## config.mk

```make
export PLATFORM = sky130hd
export DESIGN_NAME = usr_tx_ctrl_flat
export DESIGN_NICKNAME = d
export VERILOG_FILES = /design/src/rtl/usr_tx_pkg.sv /design/src/rtl/usr_tx_ctrl_if.sv /design/src/rtl/usr_bit_timer.sv /design/src/rtl/usr_tx_ctrl.sv /design/src/flat_wrapper.sv
export SDC_FILE = /design/constraint.sdc
export NUM_CORES = 1
export LEC_CHECK = 0
export CORE_MARGIN = 2
export CORE_UTILIZATION = 49
export CTS_CLUSTER_SIZE = 16
export DETAILED_ROUTE_END_ITERATION = 6
export PLACE_DENSITY_LB_ADDON = 0.25
export RECOVER_POWER = 100
export SETUP_SLACK_MARGIN = 0.05
export SYNTH_ARGS = -nofsm -noshare
export SYNTH_HDL_FRONTEND = slang
export SYNTH_SLANG_ARGS = --single-unit
export TNS_END_PERCENT = 50
```

## constraint.sdc

```tcl
create_clock -name CLK -period 2.1 [get_ports CLK]
set_input_delay 0.42 -clock CLK [delete_from_list [all_inputs] [get_ports CLK]]
set_output_delay 0.42 -clock CLK [all_outputs]
set_load 0.005 [all_outputs]
```

## src/rtl/usr_tx_pkg.sv

```systemverilog
// Shared definitions for the serial TX sequencer: FSM state codes and the
// external shift-register mode-select encodings.
package usr_tx_pkg;

  typedef enum logic [2:0] {
    IDLE   = 3'd0,
    START  = 3'd1,
    DATA   = 3'd2,
    PARITY = 3'd3,
    STOP   = 3'd4
  } tx_state_e;

  localparam logic [2:0] ST_IDLE   = IDLE;
  localparam logic [2:0] ST_START  = START;
  localparam logic [2:0] ST_DATA   = DATA;
  localparam logic [2:0] ST_PARITY = PARITY;
  localparam logic [2:0] ST_STOP   = STOP;

  // 2'b10 is never driven onto usr_sel.
  localparam logic [1:0] SEL_HOLD = 2'b00;
  localparam logic [1:0] SEL_SHR  = 2'b01;
  localparam logic [1:0] SEL_LOAD = 2'b11;

endpackage

```

## src/rtl/usr_tx_ctrl_if.sv

```systemverilog
// Byte handshake plus external shift-register control and serial line.
// slave = the TX controller, master = the byte source / shift-register side.
interface usr_tx_ctrl_if;
  logic [7:0] tx_data;
  logic       tx_valid;
  logic       tx_ready;
  logic [1:0] usr_sel;
  logic [7:0] usr_par;
  logic       usr_ser_out;
  logic       tx_line;
  logic       frame_done;

  modport slave (
    input  tx_data, tx_valid, usr_ser_out,
    output tx_ready, usr_sel, usr_par, tx_line, frame_done
  );

  modport master (
    output tx_data, tx_valid, usr_ser_out,
    input  tx_ready, usr_sel, usr_par, tx_line, frame_done
  );
endinterface

```

## src/rtl/usr_bit_timer.sv

```systemverilog
// Bit-period timer: counts 0..CLKS_PER_BIT-1 while enabled, o_bit_end on the last count.
// Zero latency strobe; held at 0 while disabled, no backpressure.
module usr_bit_timer #(
  parameter int CLKS_PER_BIT = 16
) (
  input  logic CLK,
  input  logic RST_N,
  input  logic i_en,
  output logic o_bit_end
);
  localparam logic [15:0] LAST = 16'(CLKS_PER_BIT - 1);

  logic [15:0] r_cnt;

  assign o_bit_end = i_en && (r_cnt == LAST);

  always_ff @(posedge CLK) begin
    if (!RST_N || !i_en) begin
      r_cnt <= 16'd0;
    end else if (o_bit_end) begin
      r_cnt <= 16'd0;
    end else begin
      r_cnt <= r_cnt + 16'd1;
    end
  end

endmodule

```

## src/rtl/usr_tx_ctrl.sv

```systemverilog
// Serial TX sequencer driving an external shift register; parity slot built with USR_TX_CTRL_PARITY_EN.
// tx_line lags state by one cycle; tx_ready only in IDLE, so the source is held off for a whole frame.
module usr_tx_ctrl
  import usr_tx_pkg::*;
#(
  parameter int CLKS_PER_BIT = 16,
  parameter bit PARITY_ODD   = 1'b0
) (
  input  logic         CLK,
  input  logic         RST_N,
  usr_tx_ctrl_if.slave bus
);
  logic [2:0] r_state;
  logic [2:0] w_state_nxt;
  logic [2:0] r_bit_cnt;
  logic       r_tx_line;
  logic       w_bit_end;
  logic       w_accept;
  logic       w_timer_en;
  logic       w_last_bit;

  assign w_accept   = (r_state == ST_IDLE) && bus.tx_valid;
  assign w_timer_en = (r_state != ST_IDLE);
  assign w_last_bit = w_bit_end && (r_bit_cnt == 3'd7);

  usr_bit_timer #(
    .CLKS_PER_BIT (CLKS_PER_BIT)
  ) u_bit_timer (
    .CLK       (CLK),
    .RST_N     (RST_N),
    .i_en      (w_timer_en),
    .o_bit_end (w_bit_end)
  );

`ifdef USR_TX_CTRL_PARITY_EN
  logic r_parity;

  always_ff @(posedge CLK) begin
    if (!RST_N) begin
      r_parity <= 1'b0;
    end else if (w_accept) begin
      r_parity <= (^bus.tx_data) ^ PARITY_ODD;
    end
  end
`else
  logic w_unused_par;
  assign w_unused_par = PARITY_ODD;
`endif

  always_comb begin
    w_state_nxt = r_state;
    case (r_state)
      ST_IDLE:   if (w_accept)   w_state_nxt = ST_START;
      ST_START:  if (w_bit_end)  w_state_nxt = ST_DATA;
`ifdef USR_TX_CTRL_PARITY_EN
      ST_DATA:   if (w_last_bit) w_state_nxt = ST_PARITY;
      ST_PARITY: if (w_bit_end)  w_state_nxt = ST_STOP;
`else
      ST_DATA:   if (w_last_bit) w_state_nxt = ST_STOP;
`endif
      ST_STOP:   if (w_bit_end)  w_state_nxt = ST_IDLE;
      default:                   w_state_nxt = ST_IDLE;
    endcase
  end

  always_ff @(posedge CLK) begin
    if (!RST_N) begin
      r_state <= ST_IDLE;
    end else begin
      r_state <= w_state_nxt;
    end
  end

  // Wraps 7 -> 0 on the final data bit, so it is ready for the next frame.
  always_ff @(posedge CLK) begin
    if (!RST_N) begin
      r_bit_cnt <= 3'd0;
    end else if ((r_state == ST_DATA) && w_bit_end) begin
      r_bit_cnt <= r_bit_cnt + 3'd1;
    end
  end

  always_ff @(posedge CLK) begin
    if (!RST_N) begin
      r_tx_line <= 1'b1;
    end else begin
      case (r_state)
        ST_START:  r_tx_line <= 1'b0;
        ST_DATA:   r_tx_line <= bus.usr_ser_out;
`ifdef USR_TX_CTRL_PARITY_EN
        ST_PARITY: r_tx_line <= r_parity;
`endif
        default:   r_tx_line <= 1'b1;
      endcase
    end
  end

  // The external register shifts on the edge that closes each data bit period.
  always_comb begin
    bus.usr_sel = SEL_HOLD;
    if (w_accept) begin
      bus.usr_sel = SEL_LOAD;
    end else if ((r_state == ST_DATA) && w_bit_end) begin
      bus.usr_sel = SEL_SHR;
    end
  end

  assign bus.tx_ready   = (r_state == ST_IDLE);
  assign bus.usr_par    = bus.tx_data;
  assign bus.tx_line    = r_tx_line;
  // Gated by RST_N so a reset landing on the last stop cycle aborts silently.
  assign bus.frame_done = RST_N && (r_state == ST_STOP) && w_bit_end;

endmodule

```

## src/flat_wrapper.sv

```systemverilog
// flat-port wrapper written by rule: the top's interface ports become plain ports
module usr_tx_ctrl_flat import usr_tx_pkg::*;
#(
  parameter int CLKS_PER_BIT = 16,
  parameter bit PARITY_ODD   = 1'b0
)
  (CLK, RST_N, bus_tx_data, bus_tx_valid, bus_usr_ser_out, bus_tx_ready, bus_usr_sel, bus_usr_par, bus_tx_line, bus_frame_done);
  usr_tx_ctrl_if bus_i ();
  input  logic CLK;
  input  logic RST_N;
  input wire logic [$bits(bus_i.tx_data)-1:0] bus_tx_data;
  input wire logic [$bits(bus_i.tx_valid)-1:0] bus_tx_valid;
  input wire logic [$bits(bus_i.usr_ser_out)-1:0] bus_usr_ser_out;
  output wire logic [$bits(bus_i.tx_ready)-1:0] bus_tx_ready;
  output wire logic [$bits(bus_i.usr_sel)-1:0] bus_usr_sel;
  output wire logic [$bits(bus_i.usr_par)-1:0] bus_usr_par;
  output wire logic [$bits(bus_i.tx_line)-1:0] bus_tx_line;
  output wire logic [$bits(bus_i.frame_done)-1:0] bus_frame_done;
  assign bus_i.tx_data = bus_tx_data;
  assign bus_i.tx_valid = bus_tx_valid;
  assign bus_i.usr_ser_out = bus_usr_ser_out;
  assign bus_tx_ready = bus_i.tx_ready;
  assign bus_usr_sel = bus_i.usr_sel;
  assign bus_usr_par = bus_i.usr_par;
  assign bus_tx_line = bus_i.tx_line;
  assign bus_frame_done = bus_i.frame_done;
  usr_tx_ctrl #(.CLKS_PER_BIT(CLKS_PER_BIT), .PARITY_ODD(PARITY_ODD)) u_core (.CLK(CLK), .RST_N(RST_N), .bus(bus_i));
endmodule
```

==> impl_metrics.env <==
export IMPL_start_util_pct=52.4
export IMPL_die_w_um=53.1
export IMPL_ant_nets=0
export IMPL_drcViolationCount=0
export IMPL_drv_cap=0
export IMPL_critPathTopFamily="simple AND/OR/NAND/NOR gates"
export IMPL_rr_worst_depth=8
export IMPL_multi_input_area_um2=658
export IMPL_routed_wl_um=2290
export IMPL_final_cell_mix="buf_4, nor2_1, dfxtp_1"
export IMPL_antenna_found_initial=0
export IMPL_grt_use_met1_pct=22.5
export IMPL_routedWlPerCell_um=12.6
export IMPL_critPathMaxStageDelay_ps=360
export IMPL_crit_reg2reg_launch="u_core.u_bit_timer.r_cnt[13]"
export IMPL_whs_endpoint="u_core.r_bit_cnt[1]"
export IMPL_ff_latch_area_um2=473
export IMPL_hold_class="reg2reg"
export IMPL_grt_max_degree=17
export IMPL_synth_nets=143
export IMPL_status="finished clean"
export IMPL_ys_seq_elements=23
export IMPL_period_share_pct=99.1
export IMPL_syn_inst=128
export IMPL_syn_area_mm2=0.00118
export IMPL_seq_area_frac_synth_pct=39.0
export IMPL_fill_cells=195
export IMPL_crit_type="reg2out"
export IMPL_num_nets_final=170
export IMPL_ctsHoldBuffers=0
export IMPL_cp_data_required_time_ps=1680
export IMPL_num_rows=17
export IMPL_dp_cells=175
export IMPL_fp_coreArea_mm2=0.00225
export IMPL_holdPathStages=2
export IMPL_grt_most_used_layer="met2"
export IMPL_die_y_um=53.1
export IMPL_p_total_mw=0.692
export IMPL_report_final_setup_viol=0
export IMPL_relSlewSlack_pct=73.7
export IMPL_hold_violations=0
export IMPL_drv_slew=0
export IMPL_p_leak_nw=0.521
export IMPL_max_vdd_ir_drop_v=0.000440
export IMPL_pre_cts_ws_ps=-108
export IMPL_path_max_fanout=2
export IMPL_diodes=0
export IMPL_fin_ws_ps=19.0
export IMPL_synthToLayoutAreaGrowth_pct=24.4
export IMPL_fin_util_pct=65.1
export IMPL_tightest_slew_ps=391
export IMPL_numPortBuffers=8
export IMPL_yosysTopAreaCell="dfxtp_1"
export IMPL_cts_tree="done"
export IMPL_ys_warn_count=0
export IMPL_powerDensity_mw_per_mm2=471
export IMPL_cts_max_path_buffers=2
export IMPL_route_vias_total=922
export IMPL_clock_sinks=23
export IMPL_grt_pass1_wl_um=3910
export IMPL_gr_usage_met3_pct=3.67
export IMPL_drive_above_1_share_pct=29.2
export IMPL_fin_crit_ps=2080
export IMPL_grt_use_met2_pct=34.0
export IMPL_max_freq_mhz=481
export IMPL_hpwl_um=1590
export IMPL_critPathLaunchType="flip-flop"
export IMPL_ys_top_cells_by_area="dfxtp_1, xnor2_1, buf_4, nor2_1, nor4_4"
export IMPL_reg2reg_slack_ps=280
export IMPL_synth_cell_types=31
export IMPL_finalClockSkew_ps=1.27
export IMPL_via_per_inst=5.07
export IMPL_min_delay_start="u_core.r_bit_cnt[1]"
export IMPL_worstPathCellList="nor4_4 -> nand4_4 -> buf_6 -> nor3b_4 -> or2_1 -> buf_2"
export IMPL_place_congestion=0.735
export IMPL_grt_overflow=0
export IMPL_yosysTopAreaCellShare_pct=39.0
export IMPL_io_pins=25
export IMPL_cts_buffers=3
export IMPL_instances_no_fill=182
export IMPL_critPathBufInv=2
export IMPL_critPathSlowestCell="dfxtp_2"
export IMPL_clk_pin_slew_ps=120
export IMPL_avgSynthCellArea_um2=9.23
export IMPL_cp_end_kind="output pin"
export IMPL_cts_root_buf="clkbuf_4"
export IMPL_final_common_cell="buf_4"
export IMPL_drtPass1Iterations=4
export IMPL_dieArea_mm2=0.00282
export IMPL_grtUsageTotal_pct=19.4
export IMPL_rsz0062_at_grt="true"
export IMPL_h_tree_depth=1
export IMPL_r2r_end="u_core.u_bit_timer.r_cnt[14]"
export IMPL_clock_latency_ps=310
export IMPL_grt_pass1_vias=898
export IMPL_worstPathArrival_ps=1660
export IMPL_drt_iter0_markers=17
kinds of logic after synthesis:
group / share of synthesized area [%]
muxes: 3.39
buffers and inverters: 8.05
adders and majority gates: 3.18
and+or+nand+nor: 34.1
AOI/OAI and AO/OA: 1.91
DFF: 39.0
xor gates and xnor gates: 10.4
where the power goes:
part / switching [mW] / total, mW / internal (mW)
clock network: 0.134 / 0.208 / 0.0743
registers: 0.00355 / 0.443 / 0.439
logic: 0.0190 / 0.0410 / 0.0220
total: 0.157 / 0.692 / 0.536
stage by stage:
| stage | setup TNS [ps] | instance area (µm²) | hold WS, ps |
|---|---|---|---|
| global route | -143 | 1470 | 507 |
| floorplan | 0 | 1180 | 430 |
| finish | 0 | 1470 | 480 |
| CTS | -51.4 | 1450 | 480 |
| global placement | -95.8 | 1390 | 445 |
| detailed placement | -108 | 1390 | 459 |
state kept, by name, summed over array words and instances (netlist names):
name	flops
u_core.r_state	3
u_core.u_bit_timer.r_cnt	16
u_core.bus.tx_line	1
u_core.r_bit_cnt	3
per-layer routing:
| layer | vias to the layer above | share of wire (%) |
|---|---|---|
| li1 | 475 | - |
| met3 | 7 | 3.5 |
| met1 | 420 | 46 |
| met4 | 0 | 2.1 |
| met2 | 20 | 48 |
| met5 | - | 0 |
worst register-to-register path: cells and delay by family, from the launching register on:
family	cells	cell delay [ps]
simple gates	4	660
flops	1	360
buf+inv	4	700
cell usage after synthesis:
cell type / instances
xor2_1: 2
and2_1: 1
nor2b_1: 1
ha_1: 3
or3_1: 1
and3_1: 1
buf_4: 9
nor3b_4: 1
nand4_1: 3
dfxtp_1: 23
nand4_4: 1
nand2b_1: 5
nor4_1: 4
o21ai_1: 1
nor3_1: 6
buf_2: 1
nand3_1: 5
nand2_1: 8
clkbuf_1: 1
nor2_1: 18
a21o_1: 1
nand3_2: 1
nand3b_1: 2
or2_0: 1
or2_1: 1
xnor2_1: 12
mux2i_1: 4
a21oi_1: 2
nor4_4: 3
inv_1: 5
nor4b_1: 1
repair_timing:
| item | CTS | global route |
|---|---|---|
| pin swaps | 6 | 4 |
| setup buffers | 3 | 0 |
| resized for setup | 16 | 11 |
| setup endpoints to repair | 3 | 4 |
worst max-delay path by stage:
stage / endpoint / depth (start not counted) / startpoint
floorplan: bus_usr_sel[0] / 5 / u_core.u_bit_timer.r_cnt[0]
global placement: bus_frame_done / 4 / RST_N
detailed placement: bus_frame_done / 4 / RST_N
CTS: bus_usr_sel[0] / 6 / u_core.u_bit_timer.r_cnt[10]
global route: bus_usr_sel[0] / 6 / u_core.u_bit_timer.r_cnt[13]
finish: bus_usr_sel[0] / 6 / u_core.u_bit_timer.r_cnt[13]
cell type report:
cell class              instances  share of cell area, %
clock buffers                   4                   1.79
repair buffers                 33                   17.5
flip-flops and latches         23                   32.2
multi-input cells              89                   44.8
well taps                      28                   2.39
inverters                       5                   1.28
Note: power is estimated with default switching activity, not from simulation.
